[config.mk]
export PLATFORM = sky130hd
export DESIGN_NAME = lag_pl_trunk_alloc_flat
export DESIGN_NICKNAME = d
export VERILOG_FILES = /design/src/rtl/lag_pl_trunk_alloc_pkg.sv /design/src/rtl/lag_pl_trunk_alloc_if.sv /design/src/rtl/lag_pl_trunk_alloc_rr_arbiter.sv /design/src/rtl/lag_pl_trunk_alloc.sv /design/src/flat_wrapper.sv
export SDC_FILE = /design/constraint.sdc
export NUM_CORES = 1
export LEC_CHECK = 0
export ABC_AREA = 1
export BUFFER_PORTS_ARGS = -buffer_cell sky130_fd_sc_hd__buf_2
export CORE_UTILIZATION = 45
export CTS_CLUSTER_DIAMETER = 60
export CTS_CLUSTER_SIZE = 20
export DETAILED_ROUTE_END_ITERATION = 8
export GPL_ROUTABILITY_DRIVEN = 0
export PLACE_DENSITY_LB_ADDON = 0.12
export SYNTH_ARGS = -nofsm -noshare
export SYNTH_HDL_FRONTEND = slang
export SYNTH_SLANG_ARGS = --single-unit
[constraint.sdc]
create_clock -name clk -period 3.8 [get_ports clk]
set_input_delay 0.57 -clock clk [delete_from_list [all_inputs] [get_ports clk]]
set_output_delay 0.57 -clock clk [all_outputs]
set_load 0.03 [all_outputs]
[src/rtl/lag_pl_trunk_alloc_pkg.sv]
// Shared LAG trunk allocator types: credit width helper and error codes.
// Least-full link choice is enabled by defining LAG_PL_LEAST_FULL_EN.
package lag_pl_trunk_alloc_pkg;

    localparam logic [1:0] ERR_NONE           = 2'b00;
    localparam logic [1:0] ERR_SEND_NO_CREDIT = 2'b01;
    localparam logic [1:0] ERR_CREDIT_OVF     = 2'b10;

    function automatic int cred_w(input int buf_len);
        return $clog2(buf_len + 1);
    endfunction

endpackage

[src/rtl/lag_pl_trunk_alloc_if.sv]
// Request/send/credit bundle between input PLs and the trunk allocator.
// Least-full link choice is enabled by defining LAG_PL_LEAST_FULL_EN.
interface lag_pl_trunk_alloc_if #(
    parameter int NUM_IN  = 5,
    parameter int NUM_PLS = 2,
    parameter int BUF_LEN = 4,
    parameter int CW      = lag_pl_trunk_alloc_pkg::cred_w(BUF_LEN)
);
    logic [NUM_IN-1:0]               req;
    logic [NUM_IN-1:0]               send;
    logic [NUM_IN-1:0]               send_tail;
    logic [NUM_PLS-1:0]              credit_in;
    logic [NUM_IN-1:0]               grant;
    logic [NUM_PLS-1:0]              grant_pl;
    logic [NUM_IN-1:0]               alloc_valid;
    logic [NUM_IN-1:0][NUM_PLS-1:0]  alloc_pl;
    logic [NUM_IN-1:0]               can_send;
    logic [NUM_PLS-1:0]              pl_busy;
    logic [NUM_PLS-1:0][CW-1:0]      credits;
    logic                            err;

    modport master (
        output req, send, send_tail, credit_in,
        input  grant, grant_pl, alloc_valid, alloc_pl,
        input  can_send, pl_busy, credits, err
    );

    modport slave (
        input  req, send, send_tail, credit_in,
        output grant, grant_pl, alloc_valid, alloc_pl,
        output can_send, pl_busy, credits, err
    );
endinterface

[src/rtl/lag_pl_trunk_alloc_rr_arbiter.sv]
// Round-robin arbiter; top priority sits one past the last grant.
// Least-full link choice is enabled by defining LAG_PL_LEAST_FULL_EN.
module lag_rr_arbiter #(
    parameter int N = 5
) (
    input  logic         clk,
    input  logic         rst_n,
    input  logic [N-1:0] req,
    input  logic         advance,
    output logic [N-1:0] grant
);
    localparam int PW = (N > 1) ? $clog2(N) : 1;

    logic [PW-1:0] ptr_q;
    logic [PW-1:0] gidx;
    logic          found;

    always_comb begin
        grant = '0;
        gidx  = ptr_q;
        found = 1'b0;
        for (int i = 0; i < N; i++) begin
            int idx;
            idx = int'(ptr_q) + i;
            if (idx >= N) idx = idx - N;
            if (!found && req[idx]) begin
                found      = 1'b1;
                grant[idx] = 1'b1;
                gidx       = PW'(idx);
            end
        end
    end

    always_ff @(posedge clk or negedge rst_n) begin
        if (!rst_n) begin
            ptr_q <= '0;
        end else if (advance && found) begin
            ptr_q <= (gidx == PW'(N - 1)) ? '0 : gidx + 1'b1;
        end
    end
endmodule

[src/rtl/lag_pl_trunk_alloc.sv]
// Allocates trunk physical links to input PLs with per-link credit tracking.
// Least-full link choice is enabled by defining LAG_PL_LEAST_FULL_EN.
module lag_pl_trunk_alloc
    import lag_pl_trunk_alloc_pkg::*;
#(
    parameter int NUM_IN          = 5,
    parameter int NUM_PLS         = 2,
    parameter int BUF_LEN         = 4,
    parameter int ONLY_WHEN_EMPTY = 0
) (
    input  logic                 clk,
    input  logic                 rst_n,
    lag_pl_trunk_alloc_if.slave  bus
);
    localparam int            CW   = cred_w(BUF_LEN);
    localparam logic [CW-1:0] FULL = CW'(BUF_LEN);

    logic [NUM_IN-1:0]              alloc_valid_q;
    logic [NUM_IN-1:0][NUM_PLS-1:0] alloc_pl_q;
    logic [NUM_PLS-1:0]             busy_q;
    logic [NUM_PLS-1:0][CW-1:0]     cred_q;
    logic                           err_q;

    logic [NUM_PLS-1:0] nz, free, pick, dec, rel;
    logic [NUM_IN-1:0]  arb_req, gnt, can, vsend;
    logic [1:0]         err_code;
    logic               found;

    always_comb begin
        nz   = '0;
        free = '0;
        for (int p = 0; p < NUM_PLS; p++) begin
            nz[p]   = (cred_q[p] != '0);
            free[p] = !busy_q[p] && nz[p] &&
                      (ONLY_WHEN_EMPTY == 0 || cred_q[p] == FULL);
        end
    end

`ifdef LAG_PL_LEAST_FULL_EN
    logic [CW-1:0] best;

    // Strict '>' keeps ties on the lowest index.
    always_comb begin
        pick  = '0;
        best  = '0;
        found = 1'b0;
        for (int p = 0; p < NUM_PLS; p++) begin
            if (free[p] && (!found || cred_q[p] > best)) begin
                pick    = '0;
                pick[p] = 1'b1;
                best    = cred_q[p];
                found   = 1'b1;
            end
        end
    end
`else
    always_comb begin
        pick  = '0;
        found = 1'b0;
        for (int p = 0; p < NUM_PLS; p++) begin
            if (free[p] && !found) begin
                pick[p] = 1'b1;
                found   = 1'b1;
            end
        end
    end
`endif

    // Gate with rst_n so no grant escapes while reset is held.
    assign arb_req = (rst_n && found) ? (bus.req & ~alloc_valid_q) : '0;

    lag_rr_arbiter #(.N(NUM_IN)) u_arb (
        .clk     (clk),
        .rst_n   (rst_n),
        .req     (arb_req),
        .advance (|gnt),
        .grant   (gnt)
    );

    always_comb begin
        can = '0;
        dec = '0;
        rel = '0;
        for (int i = 0; i < NUM_IN; i++) begin
            can[i] = alloc_valid_q[i] && |(alloc_pl_q[i] & nz);
        end
        vsend = bus.send & can;
        for (int i = 0; i < NUM_IN; i++) begin
            if (vsend[i]) begin
                dec = dec | alloc_pl_q[i];
                if (bus.send_tail[i]) rel = rel | alloc_pl_q[i];
            end
        end
    end

    always_comb begin
        err_code = ERR_NONE;
        if (|(bus.send & ~can)) err_code = err_code | ERR_SEND_NO_CREDIT;
        for (int p = 0; p < NUM_PLS; p++) begin
            if (bus.credit_in[p] && !dec[p] && cred_q[p] == FULL)
                err_code = err_code | ERR_CREDIT_OVF;
        end
    end

    always_ff @(posedge clk or negedge rst_n) begin
        if (!rst_n) begin
            cred_q        <= {NUM_PLS{FULL}};
            alloc_valid_q <= '0;
            alloc_pl_q    <= '0;
            busy_q        <= '0;
            err_q         <= 1'b0;
        end else begin
            err_q  <= err_q | (err_code != ERR_NONE);
            busy_q <= (busy_q & ~rel) | ((|gnt) ? pick : '0);
            for (int p = 0; p < NUM_PLS; p++) begin
                if (bus.credit_in[p] && !dec[p]) begin
                    if (cred_q[p] != FULL) cred_q[p] <= cred_q[p] + 1'b1;
                end else if (dec[p] && !bus.credit_in[p]) begin
                    cred_q[p] <= cred_q[p] - 1'b1;
                end
            end
            for (int i = 0; i < NUM_IN; i++) begin
                if (gnt[i]) begin
                    alloc_valid_q[i] <= 1'b1;
                    alloc_pl_q[i]    <= pick;
                end else if (vsend[i] && bus.send_tail[i]) begin
                    alloc_valid_q[i] <= 1'b0;
                    alloc_pl_q[i]    <= '0;
                end
            end
        end
    end

    assign bus.grant       = gnt;
    assign bus.grant_pl    = (|gnt) ? pick : '0;
    assign bus.alloc_valid = alloc_valid_q;
    assign bus.alloc_pl    = alloc_pl_q;
    assign bus.can_send    = can;
    assign bus.pl_busy     = busy_q;
    assign bus.credits     = cred_q;
    assign bus.err         = err_q;
endmodule

[src/flat_wrapper.sv]
// flat-port wrapper written by rule: the top's interface ports become plain ports
module lag_pl_trunk_alloc_flat import lag_pl_trunk_alloc_pkg::*;
#(
    parameter int NUM_IN          = 5,
    parameter int NUM_PLS         = 2,
    parameter int BUF_LEN         = 4,
    parameter int ONLY_WHEN_EMPTY = 0
)
  (clk, rst_n, bus_req, bus_send, bus_send_tail, bus_credit_in, bus_grant, bus_grant_pl, bus_alloc_valid, bus_alloc_pl, bus_can_send, bus_pl_busy, bus_credits, bus_err);
  lag_pl_trunk_alloc_if #(.NUM_IN(NUM_IN), .NUM_PLS(NUM_PLS), .BUF_LEN(BUF_LEN)) bus_i ();
  input  logic clk;
  input  logic rst_n;
  input wire logic [$bits(bus_i.req)-1:0] bus_req;
  input wire logic [$bits(bus_i.send)-1:0] bus_send;
  input wire logic [$bits(bus_i.send_tail)-1:0] bus_send_tail;
  input wire logic [$bits(bus_i.credit_in)-1:0] bus_credit_in;
  output wire logic [$bits(bus_i.grant)-1:0] bus_grant;
  output wire logic [$bits(bus_i.grant_pl)-1:0] bus_grant_pl;
  output wire logic [$bits(bus_i.alloc_valid)-1:0] bus_alloc_valid;
  output wire logic [$bits(bus_i.alloc_pl)-1:0] bus_alloc_pl;
  output wire logic [$bits(bus_i.can_send)-1:0] bus_can_send;
  output wire logic [$bits(bus_i.pl_busy)-1:0] bus_pl_busy;
  output wire logic [$bits(bus_i.credits)-1:0] bus_credits;
  output wire logic [$bits(bus_i.err)-1:0] bus_err;
  assign bus_i.req = bus_req;
  assign bus_i.send = bus_send;
  assign bus_i.send_tail = bus_send_tail;
  assign bus_i.credit_in = bus_credit_in;
  assign bus_grant = bus_i.grant;
  assign bus_grant_pl = bus_i.grant_pl;
  assign bus_alloc_valid = bus_i.alloc_valid;
  assign bus_alloc_pl = bus_i.alloc_pl;
  assign bus_can_send = bus_i.can_send;
  assign bus_pl_busy = bus_i.pl_busy;
  assign bus_credits = bus_i.credits;
  assign bus_err = bus_i.err;
  lag_pl_trunk_alloc #(.NUM_IN(NUM_IN), .NUM_PLS(NUM_PLS), .BUF_LEN(BUF_LEN), .ONLY_WHEN_EMPTY(ONLY_WHEN_EMPTY)) u_core (.clk(clk), .rst_n(rst_n), .bus(bus_i));
endmodule
==> Yosys cells after proc, flatten, opt, wreduce, memory -nomap -nowiden <==
Index checks and enable logic that the tools add are counted.
{ "op_classes": {"n_eq_ne": 7, "n_bitwise": 26, "n_mux": 95, "n_addsub": 14, "n_lt_le_gt_ge": 15, "reduce_logical": 60} }
{ "ops": {"columns": ["operator", "count"], "rows": [
  [">= comparator 32 x 1 -> 1 bit, second input constant", 5],
  ["< comparator 32 x 5 -> 1 bit, second input constant", 5],
  ["2-to-1 mux 32 bit", 5],
  ["2-to-1 mux 2 bit", 28],
  ["2-to-1 mux 3 bit", 12],
  ["2-to-1 mux 1 bit", 34],
  ["logical AND 1 bit", 30],
  ["2-to-1 mux 5 bit", 6],
  ["OR 5 bit", 4],
  ["subtractor 4 x 3 -> 5 bit, second input constant", 4],
  ["OR 2 bit", 9],
  [">= comparator 4 x 3 -> 1 bit, second input constant", 4],
  ["nonzero test 2 bit", 8],
  ["bitwise AND 5 bit", 3],
  ["binary-select mux 1 bit (select 3 bit)", 5],
  ["demux 1 bit (select 3 bit)", 5],
  ["bitwise AND 2 bit", 6],
  ["logical NOT 1 bit", 11],
  ["NOT 5 bit", 2],
  ["OR reduction 2 bit", 5],
  ["OR reduction 5 bit", 2],
  ["adder 3 x 1 -> 3 bit, second input constant", 3],
  ["equality test 3 bit, second input constant", 3],
  ["adder 3 x 2 -> 4 bit, second input constant", 2],
  ["other kinds (11)", 16]
]} }
{ "totals": {"elab_cells": 232, "output_inout_bits": 36, "ff_bits": 27} }

==> Depth between registers and ports, before layout <==
{ "logic_depth": {"depth_word": 27, "depth_mapped": 29, "mapped_depth_nobuf": 27} }

==> By module <==
Synthesis repeated with hierarchy kept, for this count alone.
{ "hier_totals": {"cells_unflattened": 520, "hier_area_um2": 3353.2} }
{ "modules_own_cells": {"columns": ["mod", "cells_per_inst", "n_inst", "area_each_um2"], "rows": [
  ["lag_rr_arbiter", 305, 1, 1765.4],
  ["lag_pl_trunk_alloc", 215, 1, 1587.8]
]} }

==> Worst setup path before layout <==
OpenSTA, ideal clock, no wires.
{ "synth_timing": {"kind": "register to output", "from": "reg u_core.u_arb.ptr_q[1]", "to": "out bus_grant_pl[1]", "stages_incl_launch_ff": 22, "n_path_buf": 1, "required_ps": 3230, "setup_slack_ps": 100, "arrival_time_ps": 3130, "cell_sequence": "dfrtp_1 > inv_1 > ha_1 > inv_1 > ha_1 > inv_1 > nand2_2 > o21ai_2 > o21a_1 > nand3_1 > nand3_2 > buf_4 > nand2_1 > nor2_1 > nand3_1 > nand2_1 > nor2_1 > nand2_1 > nor2_4 > nand2_4 > nand2_2 > inv_1"} }
{ "synth_via": {"elab_chain_cells": 20} }
{ "synth_lines": {"columns": ["item", "line_no", "rtl"], "rows": [
  ["from (decl)", "lag_pl_trunk_alloc_rr_arbiter.sv:14", "logic [PW-1:0] ptr_q;"],
  ["from (signal assigned)", "lag_pl_trunk_alloc_rr_arbiter.sv:38", "ptr_q <= (gidx == PW'(N - 1)) ? '0 : gidx + 1'b1;"],
  ["parallel branches: the longest is 17 deep, another holds >= comparator 32 x 1 -> 1 bit", null, null],
  ["2-to-1 mux 5 bit (*)", "lag_pl_trunk_alloc_rr_arbiter.sv:26", "if (!found && req[idx]) begin"],
  ["net bus_grant[4]", "flat_wrapper.sv:17", "output wire logic [$bits(bus_i.grant)-1:0] bus_grant;"],
  ["OR reduction 5 bit (*)", "lag_pl_trunk_alloc.sv:135", "assign bus.grant_pl = (|gnt) ? pick : '0;"],
  ["2-to-1 mux 2 bit (*)", "lag_pl_trunk_alloc.sv:135", null],
  ["to (decl)", "flat_wrapper.sv:18", "output wire logic [$bits(bus_i.grant_pl)-1:0] bus_grant_pl;"]
]} }
Mark *: on every way through the listed nets, which the timed path passes. The select of a mux whose other input is x is not followed.

==> Worst setup path after layout <==
{ "layout_timing": {"from": "reg u_core.u_arb.ptr_q[0]", "to": "out bus_grant_pl[0]"} }
{ "layout_via": {"elab_chain_cells": 20} }
{ "layout_lines": {"columns": ["item", "line_no"], "rows": [
  ["parallel branches: the longest is 17 deep, another holds >= comparator 32 x 1 -> 1 bit", null],
  ["2-to-1 mux 5 bit (*)", "lag_pl_trunk_alloc_rr_arbiter.sv:26"],
  ["OR reduction 5 bit (*)", "lag_pl_trunk_alloc.sv:135"],
  ["2-to-1 mux 2 bit (*)", "lag_pl_trunk_alloc.sv:135"]
]} }
Every way passes the cells marked *. The select of a mux whose other input is x is not followed.

==> results.md <==
* CTS tree: built
* Syn Nets at 597
* Layout Nets at 698
* RSZ-0062 raised after global routing: true
* Worst EP arrival at between 3 and 4 ns
* Main flop type after synthesis: dfrtp_1
* CTS buffer count at 3
* Fmax at 0.270 GHz
* Status: completed
* Later-pin clock latency in the skew report at 0.27 ns
* GRT Total Usage at 0.258
* Setup Skew at 0.00281 ns
* WL per Instance at 14.6 µm
* Slowest CP cell: fa_1
* Post-synth ARST share at 1.00
* Clk sinks at 27
* Register area share after synthesis at 0.195
* Fin. max-slew vios at 0
* Site row count at 31
* Final ANT Viol Nets at 0
* Worst hold slack at roughly 0.18 ns
* Diode count at 0
* Seq. cell area at 679 µm²
* Final cycle utilization of the critical path at 0.976
* Max_cap viols at 0
* Vias post-DR at between 4000 and 5000
* Hold WC Path Type: input pin to asynchronous set/reset pin
* Cells after DPL at 718
* Ports at 55
* Die Height at 89.9 µm
* Register bit count reported by yosys at 27
* Yosys top cell by area: dfrtp_1
* CORE AREA at 0.00737 mm²
* Total congestion overflow at 0
* Commonest cells post-synth: nand2_1, inv_1, nor2_1
* Number of global-route vias before repair at 3517
* Critical path class: register to output pin
* H-tree level count at 1
* Initial antenna violation count at 0
* Die width at 89.9 µm
* Count leader, synth: nand2_1
* Yosys Warn Count at 0
* DP Wirelength at 8260 µm
* Final hold violations at 0
* Fillers at 701
* Post-route DRC at 0
* Crit path required time at about 3.2 ns
* Top cell type's share of synthesized area at 0.180
* Synthesized area at 0.00347 mm²
* Yosys cell types at 44
* Die ar. at 0.00808 mm²
* Syn Area/Cell at 6.19 µm²
* Cell Chain, Critical Path: inv_2 > buf_6 > ha_1 > fa_1 > a21oi_4 > nor2_1 > nand2_1 > nand2_1 > nor2_4 > inv_2 > nand4_4 > nor2_2 > inv_1 > nand2_2 > nor2_4 > nand2_4 > nand2_2 > inv_2 > buf_6
* Longest Clk Path Bufs at 2
* Clock slew at reported path FFs at 0.09 ns
* CP Launch Type: register
* Synth top area cells: dfrtp_1, nand2_1, inv_1
* Drt total wl at around 11000 µm
* Setup violators final at 0
* Worst-Margin Slew at 0.430 ns
* Worst slack at placement at approximately 0.023 ns
* DRC violation total after the first TritonRoute iteration at 421
* Mapped Cells at 561
* Fin cells at 760
* Largest net degree at the start of global routing at 23
* Post-synth EDFFs at 0
* Area occupied by multi-input gates at 0.00266 mm²
* Vias per inst at 5.38
* Tmin final at 3.71 ns
* Worst setup margin at 0.0918 ns
* CTS root buf: clkbuf_8
* Slew headroom at 0.711
* Area grow syn2layout at 33.4%
* CP max FO at 10
* Starting Density at 0.471
* CP endpoint kind: output pin
* CP max stage delay at 0.45 ns
* DRT Pass-1 Iters at 5
* Flop2flop setup slack at about 0.19 ns
* Most used cell, CP: inv_2
* First-pass GRT wire length at 17000 µm
* Ratio of cells with drive above 1 in the final layout at 0.349
* Port bufs at 54
[area by class of cell]
cell class | instances | area share
multi-input cells | 419 | 0.575
repair buffers | 102 | 0.151
flip-flops and latches | 27 | 0.147
inverters | 109 | 0.0915
well taps | 99 | 0.0267
clock buffers | 4 | 0.00972
[metrics by stage]
stage                     utilization  cell area [µm²]  setup TNS [ns]
after floorplan                     -             3470               0
after global placement          0.527             3880               0
after detailed placement        0.527             3880               0
after CTS                       0.563             4150               0
after global routing            0.629             4630          -0.192
final                           0.629             4630               0
[worst max-delay path, delay by kind of cell, from the launching register on]
family                   cells  cell delay, ns
AND/OR/NAND/NOR             10            1.05
adder cells (fa/ha/maj)      2            0.63
buffers and inverters        6            0.58
flip-flops                   1            0.40
AO/OA/AOI/OAI                1            0.19
[repair_timing]
item / 4_1_cts / 5_1_grt
hold buffers: 0 / 0
cloned: 1 / 0
endpoints found under the hold margin: 0 / 0
pin swaps: 11 / 39
buffers inserted: 16 / 21
endpoints found under the setup margin: 5 / 8
gates resized for setup: 24 / 90
[cells in the final DEF, fill, tap and decap left out, types with 3 or more instances in the layout]
cell      netlist  final
inv_4           1      4
ha_4            0      5
nor2_4          7     13
buf_4           1     39
dfrtp_1        25     24
fa_1            3      3
inv_1         102     91
inv_2           6     13
o21ai_2         2      4
nand3_1        34     26
nand2_4         4     11
nor2_2          4     12
nand2_2        18     27
a21oi_1         5      4
xor2_1          4      4
nand3_2         7     12
nor3_1         10      9
nand2_1       161    145
clkbuf_8        0      3
buf_2           1     52
ha_1           14      8
nand3_4         3      6
nor2_1         57     44
o21ai_1         8      7
buf_6           5      8
nand4_1        18     18
o21a_1          3      3
o21ai_0        19     16
o22ai_1        12     12
[routing by layer]
layer	global-route usage	vias to the layer above	part of all wire
met5	0	-	0
met4	0.0605	0	0.019
met3	0.0364	30	0.073
met2	0.413	200	0.46
met1	0.368	1874	0.45
li1	-	1987	-
[final timing paths]
check                                                        from                                end  depth (start not counted)
worst max-delay path            u_core.u_arb.ptr_q[0]$_DFFE_PN0P_                    bus_grant_pl[0]                         19
worst min-delay path                                        rst_n  u_core.bus.credits[1]$_DFFE_PN0P_                          1
worst max register to register  u_core.u_arb.ptr_q[0]$_DFFE_PN0P_  u_core.u_arb.ptr_q[2]$_DFFE_PN0P_                         23
worst min register to register           u_core.bus.err$_DFF_PN0_           u_core.bus.err$_DFF_PN0_                          2
max in group asynchronous                                   rst_n  u_core.bus.credits[5]$_DFFE_PN1P_                          2
min in group clk                         u_core.bus.err$_DFF_PN0_           u_core.bus.err$_DFF_PN0_                          2
[registers in the layout (all words and copies together) (netlist names)]
name,flops
u_core.bus.alloc_pl,10
u_core.bus.credits,6
u_core.bus.alloc_valid,5
u_core.u_arb.ptr_q,3
u_core.bus.pl_busy,2
u_core.bus.err,1
[logic make-up (layout without fill, tap and decap cells)]
group,Yosys count,count (layout),synth area share
and+or+nand+nor,330,331,0.464
buffers and inverters,116,215,0.138
AOI/OAI and AO/OA,64,64,0.115
DFF,27,27,0.195
adders and majority gates,17,17,0.0677
xor gates and xnor gates,6,6,0.0173
muxes,1,1,0.00324
Power is left out: the tool's default activity adds up to more than one toggle a clock period on the data nets, which glitch-free logic cannot reach.
